===== config.mk =====
export PLATFORM = sky130hd
export DESIGN_NAME = mod_inverse_ctrl
export DESIGN_NICKNAME = d
export VERILOG_FILES = /design/src/rtl/rsa_pkg.sv /design/src/rtl/mod_reduce_step.sv /design/src/rtl/mod_inverse_ctrl.sv
export SDC_FILE = /design/constraint.sdc
export NUM_CORES = 1
export LEC_CHECK = 0
export CORE_ASPECT_RATIO = 1.4
export CORE_MARGIN = 2
export CORE_UTILIZATION = 53
export CTS_CLUSTER_SIZE = 8
export DETAILED_ROUTE_END_ITERATION = 7
export PLACE_DENSITY = 0.83
export SLEW_MARGIN = 15
export SYNTH_ARGS = -nofsm -noshare
export SYNTH_HDL_FRONTEND = slang
export SYNTH_HIERARCHICAL = 1
export SYNTH_SLANG_ARGS = --single-unit

===== constraint.sdc =====
create_clock -name clk -period 5 [get_ports clk]
set_clock_uncertainty 0.1 [all_clocks]
set_input_delay 1 -clock clk [delete_from_list [all_inputs] [get_ports clk]]
set_output_delay 1 -clock clk [all_outputs]
set_load 0.03 [all_outputs]

===== src/rtl/rsa_pkg.sv =====
// ============================================================================
//  Module      : rsa_pkg
//  Description : Shared types for the RSA private-exponent sequencer: the
//                controller state encoding and the result status codes.
//  Revision    : 1.0 - initial release
// ============================================================================
`default_nettype none

package rsa_pkg;

    // Controller states, in the order a normal run visits them.
    typedef enum logic [2:0] {
        IDLE    = 3'd0,
        ARG_CHK = 3'd1,
        GCD_RST = 3'd2,
        GCD_RUN = 3'd3,
        CHECK   = 3'd4,
        NORM    = 3'd5,
        DONE    = 3'd6
    } modinv_state_t;

    // Result codes presented alongside d_out.
    typedef enum logic [1:0] {
        OK          = 2'd0,
        NOT_COPRIME = 2'd1,
        BAD_ARG     = 2'd2,
        TIMEOUT     = 2'd3
    } modinv_status_t;

endpackage : rsa_pkg

`default_nettype wire


===== src/rtl/mod_reduce_step.sv =====
// ============================================================================
//  Module      : mod_reduce_step
//  Description : One combinational normalisation step on a (WORD_WIDTH+1)-bit
//                signed accumulator: adds the modulus when negative, subtracts
//                it when >= modulus, otherwise flags the value as in range.
//  Revision    : 1.0 - initial release
// ============================================================================
`default_nettype none

module mod_reduce_step #(
    parameter int WORD_WIDTH = 32
) (
    input  logic signed [WORD_WIDTH:0]   i_acc,
    input  logic        [WORD_WIDTH-1:0] i_mod,
    output logic signed [WORD_WIDTH:0]   o_acc_next,
    output logic                         o_in_range
);

    // Modulus widened with a zero sign bit so it compares as a positive value.
    logic signed [WORD_WIDTH:0] w_mod_ext;
    assign w_mod_ext = $signed({1'b0, i_mod});

    // Pick one correction step; the extra bit keeps every result exact.
    always_comb begin
        o_acc_next = i_acc;
        o_in_range = 1'b0;
        if (i_acc < 0) begin
            o_acc_next = i_acc + w_mod_ext;
        end else if (i_acc >= w_mod_ext) begin
            o_acc_next = i_acc - w_mod_ext;
        end else begin
            o_in_range = 1'b1;
        end
    end

endmodule : mod_reduce_step

`default_nettype wire


===== src/rtl/mod_inverse_ctrl.sv =====
// ============================================================================
//  Module      : mod_inverse_ctrl
//  Description : Computes d = e^-1 mod phi by sequencing an external extended
//                binary GCD engine, checking gcd == 1 and folding the Bezout
//                coefficient into [0, phi). Result leaves on valid/ready.
//                Optional watchdog enabled by defining MODINV_TIMEOUT_EN.
//  Revision    : 1.0 - initial release
// ============================================================================
`default_nettype none

module mod_inverse_ctrl
    import rsa_pkg::*;
#(
    parameter int WORD_WIDTH     = 32,
    parameter int TIMEOUT_CYCLES = 4096
) (
    input  logic                  clk,
    input  logic                  reset,
    input  logic                  start,
    input  logic [WORD_WIDTH-1:0] e_in,
    input  logic [WORD_WIDTH-1:0] phi_in,
    output logic                  busy,
    output logic                  out_valid,
    input  logic                  out_ready,
    output logic [WORD_WIDTH-1:0] d_out,
    output logic [1:0]            status,
    output logic                  gcd_reset,
    output logic                  gcd_enable,
    output logic [WORD_WIDTH-1:0] gcd_x,
    output logic [WORD_WIDTH-1:0] gcd_y,
    input  logic                  gcd_done,
    input  logic [WORD_WIDTH-1:0] gcd_result,
    input  logic [WORD_WIDTH-1:0] gcd_coeff_i
);

    // A watchdog limit below 2 leaves no room for even one engine cycle.
    if (TIMEOUT_CYCLES < 2) begin : g_timeout_range
        $error("mod_inverse_ctrl: TIMEOUT_CYCLES must be at least 2");
    end

    modinv_state_t              r_state;
    modinv_status_t             r_status;
    logic [WORD_WIDTH-1:0]      r_e;
    logic [WORD_WIDTH-1:0]      r_phi;
    logic [WORD_WIDTH-1:0]      r_d;
    logic signed [WORD_WIDTH:0] r_acc;
    logic                       r_busy;
    logic                       r_out_valid;
    logic                       r_gcd_enable;

    logic signed [WORD_WIDTH:0] w_acc_next;
    logic                       w_in_range;

    mod_reduce_step #(
        .WORD_WIDTH (WORD_WIDTH)
    ) u_reduce (
        .i_acc      (r_acc),
        .i_mod      (r_phi),
        .o_acc_next (w_acc_next),
        .o_in_range (w_in_range)
    );

`ifdef MODINV_TIMEOUT_EN
    localparam int                c_WD_W    = $clog2(TIMEOUT_CYCLES);
    localparam logic [c_WD_W-1:0] c_WD_LAST = c_WD_W'(TIMEOUT_CYCLES - 1);

    logic [c_WD_W-1:0] r_wdog;
    logic              w_timeout;

    assign w_timeout = ((r_state == GCD_RUN) || (r_state == NORM)) && (r_wdog == c_WD_LAST);

    // Watchdog: zeroed in GCD_RST so it starts at 0 on the first GCD_RUN cycle,
    // then advances only while waiting on the engine or normalising.
    always_ff @(posedge clk or negedge reset) begin
        if (!reset) begin
            r_wdog <= '0;
        end else if (r_state == GCD_RST) begin
            r_wdog <= '0;
        end else if ((r_state == GCD_RUN) || (r_state == NORM)) begin
            r_wdog <= r_wdog + 1'b1;
        end
    end
`endif

    // Engine reset follows the system reset and is also pulsed for the single
    // GCD_RST cycle so a stale done from a previous run can never be seen.
    assign gcd_reset  = reset & (r_state != GCD_RST);
    assign gcd_enable = r_gcd_enable;
    assign gcd_x      = r_e;
    assign gcd_y      = r_phi;
    assign busy       = r_busy;
    assign out_valid  = r_out_valid;
    assign d_out      = r_d;
    assign status     = r_status;

    // Main sequencer: capture, argument check, engine run, coprime check,
    // normalisation and result hand-off, all outputs registered.
    always_ff @(posedge clk or negedge reset) begin
        if (!reset) begin
            r_state      <= IDLE;
            r_status     <= OK;
            r_e          <= '0;
            r_phi        <= '0;
            r_d          <= '0;
            r_acc        <= '0;
            r_busy       <= 1'b0;
            r_out_valid  <= 1'b0;
            r_gcd_enable <= 1'b0;
        end else begin
            case (r_state)
                IDLE: begin
                    if (start) begin
                        r_e     <= e_in;
                        r_phi   <= phi_in;
                        r_busy  <= 1'b1;
                        r_state <= ARG_CHK;
                    end
                end
                ARG_CHK: begin
                    // Zero operands would hang the engine, so reject them here.
                    if ((r_e == '0) || (r_phi < WORD_WIDTH'(2)) || (r_e >= r_phi)) begin
                        r_status    <= BAD_ARG;
                        r_d         <= '0;
                        r_out_valid <= 1'b1;
                        r_state     <= DONE;
                    end else begin
                        r_state <= GCD_RST;
                    end
                end
                GCD_RST: begin
                    r_gcd_enable <= 1'b1;
                    r_state      <= GCD_RUN;
                end
                GCD_RUN: begin
`ifdef MODINV_TIMEOUT_EN
                    if (w_timeout) begin
                        r_gcd_enable <= 1'b0;
                        r_status     <= TIMEOUT;
                        r_d          <= '0;
                        r_out_valid  <= 1'b1;
                        r_state      <= DONE;
                    end else
`endif
                    if (gcd_done) begin
                        r_gcd_enable <= 1'b0;
                        r_state      <= CHECK;
                    end
                end
                CHECK: begin
                    if (gcd_result != WORD_WIDTH'(1)) begin
                        r_status    <= NOT_COPRIME;
                        r_d         <= '0;
                        r_out_valid <= 1'b1;
                        r_state     <= DONE;
                    end else begin
                        r_acc   <= {gcd_coeff_i[WORD_WIDTH-1], gcd_coeff_i};
                        r_state <= NORM;
                    end
                end
                NORM: begin
`ifdef MODINV_TIMEOUT_EN
                    if (w_timeout) begin
                        r_status    <= TIMEOUT;
                        r_d         <= '0;
                        r_out_valid <= 1'b1;
                        r_state     <= DONE;
                    end else
`endif
                    if (w_in_range) begin
                        r_d         <= r_acc[WORD_WIDTH-1:0];
                        r_status    <= OK;
                        r_out_valid <= 1'b1;
                        r_state     <= DONE;
                    end else begin
                        r_acc <= w_acc_next;
                    end
                end
                DONE: begin
                    // A start in the accept cycle is dropped: we are not in IDLE yet.
                    if (out_ready) begin
                        r_out_valid <= 1'b0;
                        r_busy      <= 1'b0;
                        r_state     <= IDLE;
                    end
                end
                default: begin
                    r_state <= IDLE;
                end
            endcase
        end
    end

endmodule : mod_inverse_ctrl

`default_nettype wire


After elaboration in Yosys (flattened, before gate mapping)
Index checks and enable logic that the tools add are counted.
{"block": "word_totals", "wordCells": 80, "ff_bits": 137, "ramBits": 0, "mem_bits_ro": 0, "n_memories": 0, "out_inout_bits": 102, "latch_bits": 0, "in_bits": 133}
{"block": "classes", "muxes": 31, "n_reduce_logical": 16, "shifts": 0, "add_sub_neg": 2, "n_eq_ne": 17, "bitwise_logic": 1, "multipliers": 0, "div_mod_pow": 0, "magnitude_cmp": 4}
{"op": "$mux W33", "count": 4}
{"op": "$mux W32", "count": 3}
{"op": "$pmux W32 S3", "count": 1}
{"op": "$pmux W33 S2", "count": 1}
{"op": "$add A33 B33 Y33", "count": 1}
{"op": "$ge A33 B33 Y1", "count": 1}
{"op": "$lt A33 B1 Y1 const B", "count": 1}
{"op": "$sub A33 B33 Y33", "count": 1}
{"op": "$ge A32 B32 Y1", "count": 1}
{"op": "$logic_not A32 Y1", "count": 1}
{"op": "$lt A32 B2 Y1 const B", "count": 1}
{"op": "$ne A32 B1 Y1 const B", "count": 1}
{"op": "$pmux W3 S7", "count": 1}
{"op": "$mux W3", "count": 5}
{"op": "$ne A2 B2 Y1 const B", "count": 7}
{"op": "$reduce_and A4 Y1", "count": 3}
{"op": "$eq A3 B3 Y1 const B", "count": 3}
{"op": "$mux W1", "count": 8}
{"op": "$mux W2", "count": 4}
{"op": "$eq A3 B2 Y1 const B", "count": 2}
{"op": "$pmux W2 S3", "count": 1}
{"op": "$reduce_bool A2 Y1", "count": 3}
{"op": "$reduce_and A5 Y1", "count": 1}
{"op": "$pmux W1 S2", "count": 2}
{"op": "other kinds (12)", "count": 14}

Depth between registers and ports, before layout
{"block": "depth", "ltp_word": 5, "depth_mapped": 18, "mapped_depth_nobuf": 15}

By module
Netlist, hierarchy kept.
{"mod": "mod_inverse_ctrl", "area_per_inst_um2": 6825.3, "n_inst": 1, "cells_per_inst": 665}
{"mod": "mod_reduce_step", "area_per_inst_um2": 4297.9, "n_inst": 1, "cells_per_inst": 648}

Worst setup path after synthesis
No wires, ideal clock.
{"block": "synth_timing", "kind": "flip-flop to flip-flop", "start": "register r_phi[6], in the netlist gcd_y[6]", "end": "register r_d[10], in the netlist d_out[10]", "path_stages_with_launch": 19, "path_buffers": 5, "path_slack_ns": 0.974, "arrival_time_ns": 3.801, "synth_period_minus_slack_ns": 4.026, "cell_sequence": "dfrtp_1 inv_1 ha_1 buf_2 a211oi_1 nor2_1 o311a_1 o311ai_2 a311oi_4 a31oi_4 o211a_4 buf_6 buf_2 nor2_1 a221o_1 buf_2 buf_2 a22oi_1 nand2_1"}
{"block": "synth_via", "elab_chain_len": 5}
{"element": "start: declaration", "line_no": "mod_inverse_ctrl.sv:44", "text": "logic [WORD_WIDTH-1:0] r_phi;"}
{"element": "start signal: assignment", "line_no": "mod_inverse_ctrl.sv:114", "text": "r_phi <= phi_in;"}
{"element": "$ge A33 B33 Y1", "line_no": "mod_reduce_step.sv:29", "text": "end else if (i_acc >= w_mod_ext) begin"}
{"element": "$mux W1", "line_no": "mod_reduce_step.sv:29"}
{"element": "$mux W1", "line_no": "mod_reduce_step.sv:27", "text": "if (i_acc < 0) begin"}
{"element": "via w_in_range", "line_no": "mod_inverse_ctrl.sv:52", "text": "logic w_in_range;"}
{"element": "$ne A2 B1 Y1 (no source line)"}
{"element": "$reduce_and A4 Y1 (no source line)"}
{"element": "end signal: assignment", "line_no": "mod_inverse_ctrl.sv:170", "text": "r_d <= r_acc[WORD_WIDTH-1:0];"}
{"element": "end: declaration", "line_no": "mod_inverse_ctrl.sv:45", "text": "logic [WORD_WIDTH-1:0] r_d;"}
The timed path passes the listed nets, and every way through them passes these cells.
A chain may end at the register's enable or synchronous reset.

Worst setup path after layout
{"block": "layout_timing", "start": "register r_phi[2], in the netlist gcd_y[2]", "end": "register r_acc[25]"}
{"block": "layout_via", "elab_chain_len": 5}
{"element": "$ge A33 B33 Y1", "line_no": "mod_reduce_step.sv:29"}
{"element": "$mux W1", "line_no": "mod_reduce_step.sv:29"}
{"element": "$mux W1", "line_no": "mod_reduce_step.sv:27"}
{"element": "via w_in_range", "line_no": "mod_inverse_ctrl.sv:52"}
{"element": "$ne A2 B2 Y1 (no source line)"}
{"element": "$reduce_and A4 Y1 (no source line)"}
{"element": "end signal: assignment", "line_no": "mod_inverse_ctrl.sv:156", "text": "r_acc <= {gcd_coeff_i[WORD_WIDTH-1], gcd_coeff_i};"}
{"element": "end signal: assignment", "line_no": "mod_inverse_ctrl.sv:175", "text": "r_acc <= w_acc_next;"}
{"element": "end: declaration", "line_no": "mod_inverse_ctrl.sv:46", "text": "logic signed [WORD_WIDTH:0] r_acc;"}
The timed path passes the listed nets, and every way through them passes these cells. The select of a mux whose other input is x is not followed.

==> summary.txt <==
status -> completed
Slew HR -> 25.4%
Max Freq -> 226 MHz
gr ovfl total -> 0
Synth Warn # -> 6
fin nets -> 1736
Net Count, Synth -> 1544
fill cell count -> 1645
routability cong. -> 0.988
die area -> 22200 µm²
first-pass GRT wire length -> 56.0 mm
H-Tree Level Count -> 4
count of different cell masters after synthesis -> 81
TritonCTS clock tree -> done
EDFF count, synth -> 0
commonest non-fill, non-tap cells in the layout -> clkdlybuf4s50_1, dfrtp_1, nand2_1
Place WS -> 0.666 ns
Post-Route Setup TNS -> 0 ns
Post-DP Area -> 13600 µm²
Vias/cell -> 6.19
vias in the first global route -> 10700
CP required -> 5.24 ns
post-CTS sizing -> 0
synthesized area -> 11100 µm²
critical path arrival -> 4.67 ns
Gate Count Post-Synth -> 1313
average cell area after synthesis -> 8.47 µm²
post-route cell area -> 14200 µm²
DRC violations left -> 0
Max Slew Vio Count -> 0
Setup Buffers After CTS -> 0
starting density of the core -> 54.1%
Hold Vio Cnt, Final -> 0
Worst IR Drop VDD -> 0.000470 V
RSZ-0062 raised after global routing -> false
initial antenna violation count -> 0
worst min path class -> in2async
Synth area leader -> dfrtp_1
x dimension of the die -> 126 µm
Num CTS Buffers -> 17
n_diodes -> 0
CP Capture Type -> flip-flop
Post-synth ARST share -> 100%
final setup vio count -> 0
Power Density -> 515 nW/µm²
area grow syn2layout -> 27.3%
post-layout min period -> 4.43 ns
max_cap viols -> 0
PortBufs -> 234
Core Region -> 20600 µm²
Yosys reg bits -> 137
post-synth top area share -> 30.8%
Vias -> 11000
First-pass DRT Iterations -> 7
Final WS setup -> 0.573 ns
# rows -> 62
prevailing post-synth register cell -> dfrtp_1
layout cells sized above 1 -> 7.64%
Least-Margin Pin Slew -> 1.12 ns
Static Leak -> 6.51 nW
classification of the worst setup path -> reg2reg
pin count of the biggest net entering global routing -> 97
Post-DRT Antenna Nets -> 0
most common cell after layout, fill and taps aside -> clkdlybuf4s50_1
crit path launch type -> flip-flop
crit path max fanout -> 66
1st-iter DRT viols -> 884
Root Buffer -> clkbuf_16
crit share post-route -> 88.5%
insertion delay to the later sink of the worst-skew pair -> 0.43 ns
Die Ht -> 175 µm
routed wire length per instance -> 19.8 µm
Top Ports -> 235
Seq/Total Area, Yosys -> 30.8%
routed wire length -> 35.1 mm
Clock Sinks -> 137
Clock Tree Buf Depth -> 2
clock-pin slew on the worst setup and hold paths -> 0.06 ns
CTS Hold Bufs -> 0
top area cells in the synthesized netlist -> dfrtp_1, ha_1, a21oi_1
All-Layer GR Usage -> 31.2%
detailed placer's ending HPWL -> 26.9 mm
sequential cells by signal, summed over array words and instances, names as in the netlist:
signal,count
busy,1
d_out,32
gcd_enable,1
gcd_x,32
gcd_y,32
out_valid,1
r_acc,33
r_state,3
status,2
layer usage:
metal  global-route usage [%]  share of wire (%)
met1                     40.1                 40
met4                     14.7                4.1
met3                     4.08                6.7
met2                     52.0                 49
met5                        0                  0
kinds of logic (layout without fill, tap and decap cells):
group | count (synthesis) | after routing | synth area share [%]
AOI/OAI and AO/OA | 389 | 389 | 24.4
xor gates and xnor gates | 39 | 39 | 3.07
adders and majority gates | 98 | 98 | 11.2
buffers and inverters | 190 | 395 | 7.08
DFF | 137 | 137 | 30.8
muxes | 76 | 76 | 7.21
and+or+nand+nor | 384 | 384 | 16.3
synth_stat cells, types with 8 or more instances:
cell and instances:
a21o_1 13, a21oi_1 106, a22oi_1 44, and3_1 8
buf_2 32, clkbuf_1 39, dfrtp_1 137, ha_1 96
inv_1 109, mux2_2 33, mux2i_1 43, nand2_1 124
nand2b_1 9, nand3_1 29, nand4_1 15, nor2_1 99
nor2b_1 11, nor3_1 26, nor4_1 31, o2111ai_1 32
o21ai_0 70, o21ai_1 12, o21bai_1 10, o31ai_1 10
or2_2 9, or3_1 10, xnor2_1 36
per-stage QoR:
step	hold WS [ns]	std cells	power (W)	util (%)
floorplan	0.439	1313	0.00450	-
global placement	0.389	1742	0.00588	66.0
detailed placement	0.407	1742	0.00594	66.0
CTS	0.279	1774	0.00727	68.9
global route	0.281	1774	0.00774	68.9
finish	0.285	1774	0.00729	68.9
critical path, stage by stage (launching register included):
cell,delay [ns]
dfrtp_1,0.47
inv_1,0.08
ha_1,0.47
nand3_2,0.13
o21bai_4,0.20
a211oi_2,0.28
o311ai_2,0.20
a311oi_4,0.46
a31oi_4,0.17
o211a_4,0.38
nor2_1,0.17
o21a_2,0.91
nor2_1,0.13
a21oi_1,0.17
area by class of cell:
class	instances	area [µm²]	area share (%)
Multi-Input combinational cell	986	6920	48.9
Sequential cell	137	3430	24.2
Timing Repair Buffer	251	2470	17.5
Clock buffer	19	453	3.20
Inverter	112	420	2.97
Tap cell	256	320	2.26
Clock inverter	13	144	1.02
path summary, 6_finish.rpt:
kind,startpoint,endpoint,slack [ns],cells past startpoint
worst max-delay path,gcd_y[2],r_acc[25],0.57,13
worst min-delay path,reset,d_out[7],0.29,1
worst max register to register,gcd_y[2],r_acc[25],0.57,13
worst min register to register,busy,busy,0.42,2
max in group asynchronous,reset,gcd_y[21],3.48,2
min in group clk,busy,busy,0.42,2
power breakdown:
part	internal [W]	switching [W]	total (W)
Clock	0.000765	0.000522	0.00129
Combinational	0.00160	0.00254	0.00414
Sequential	0.00140	0.000461	0.00187
Total	0.00377	0.00352	0.00729
(Power assumes the default switching activity.)
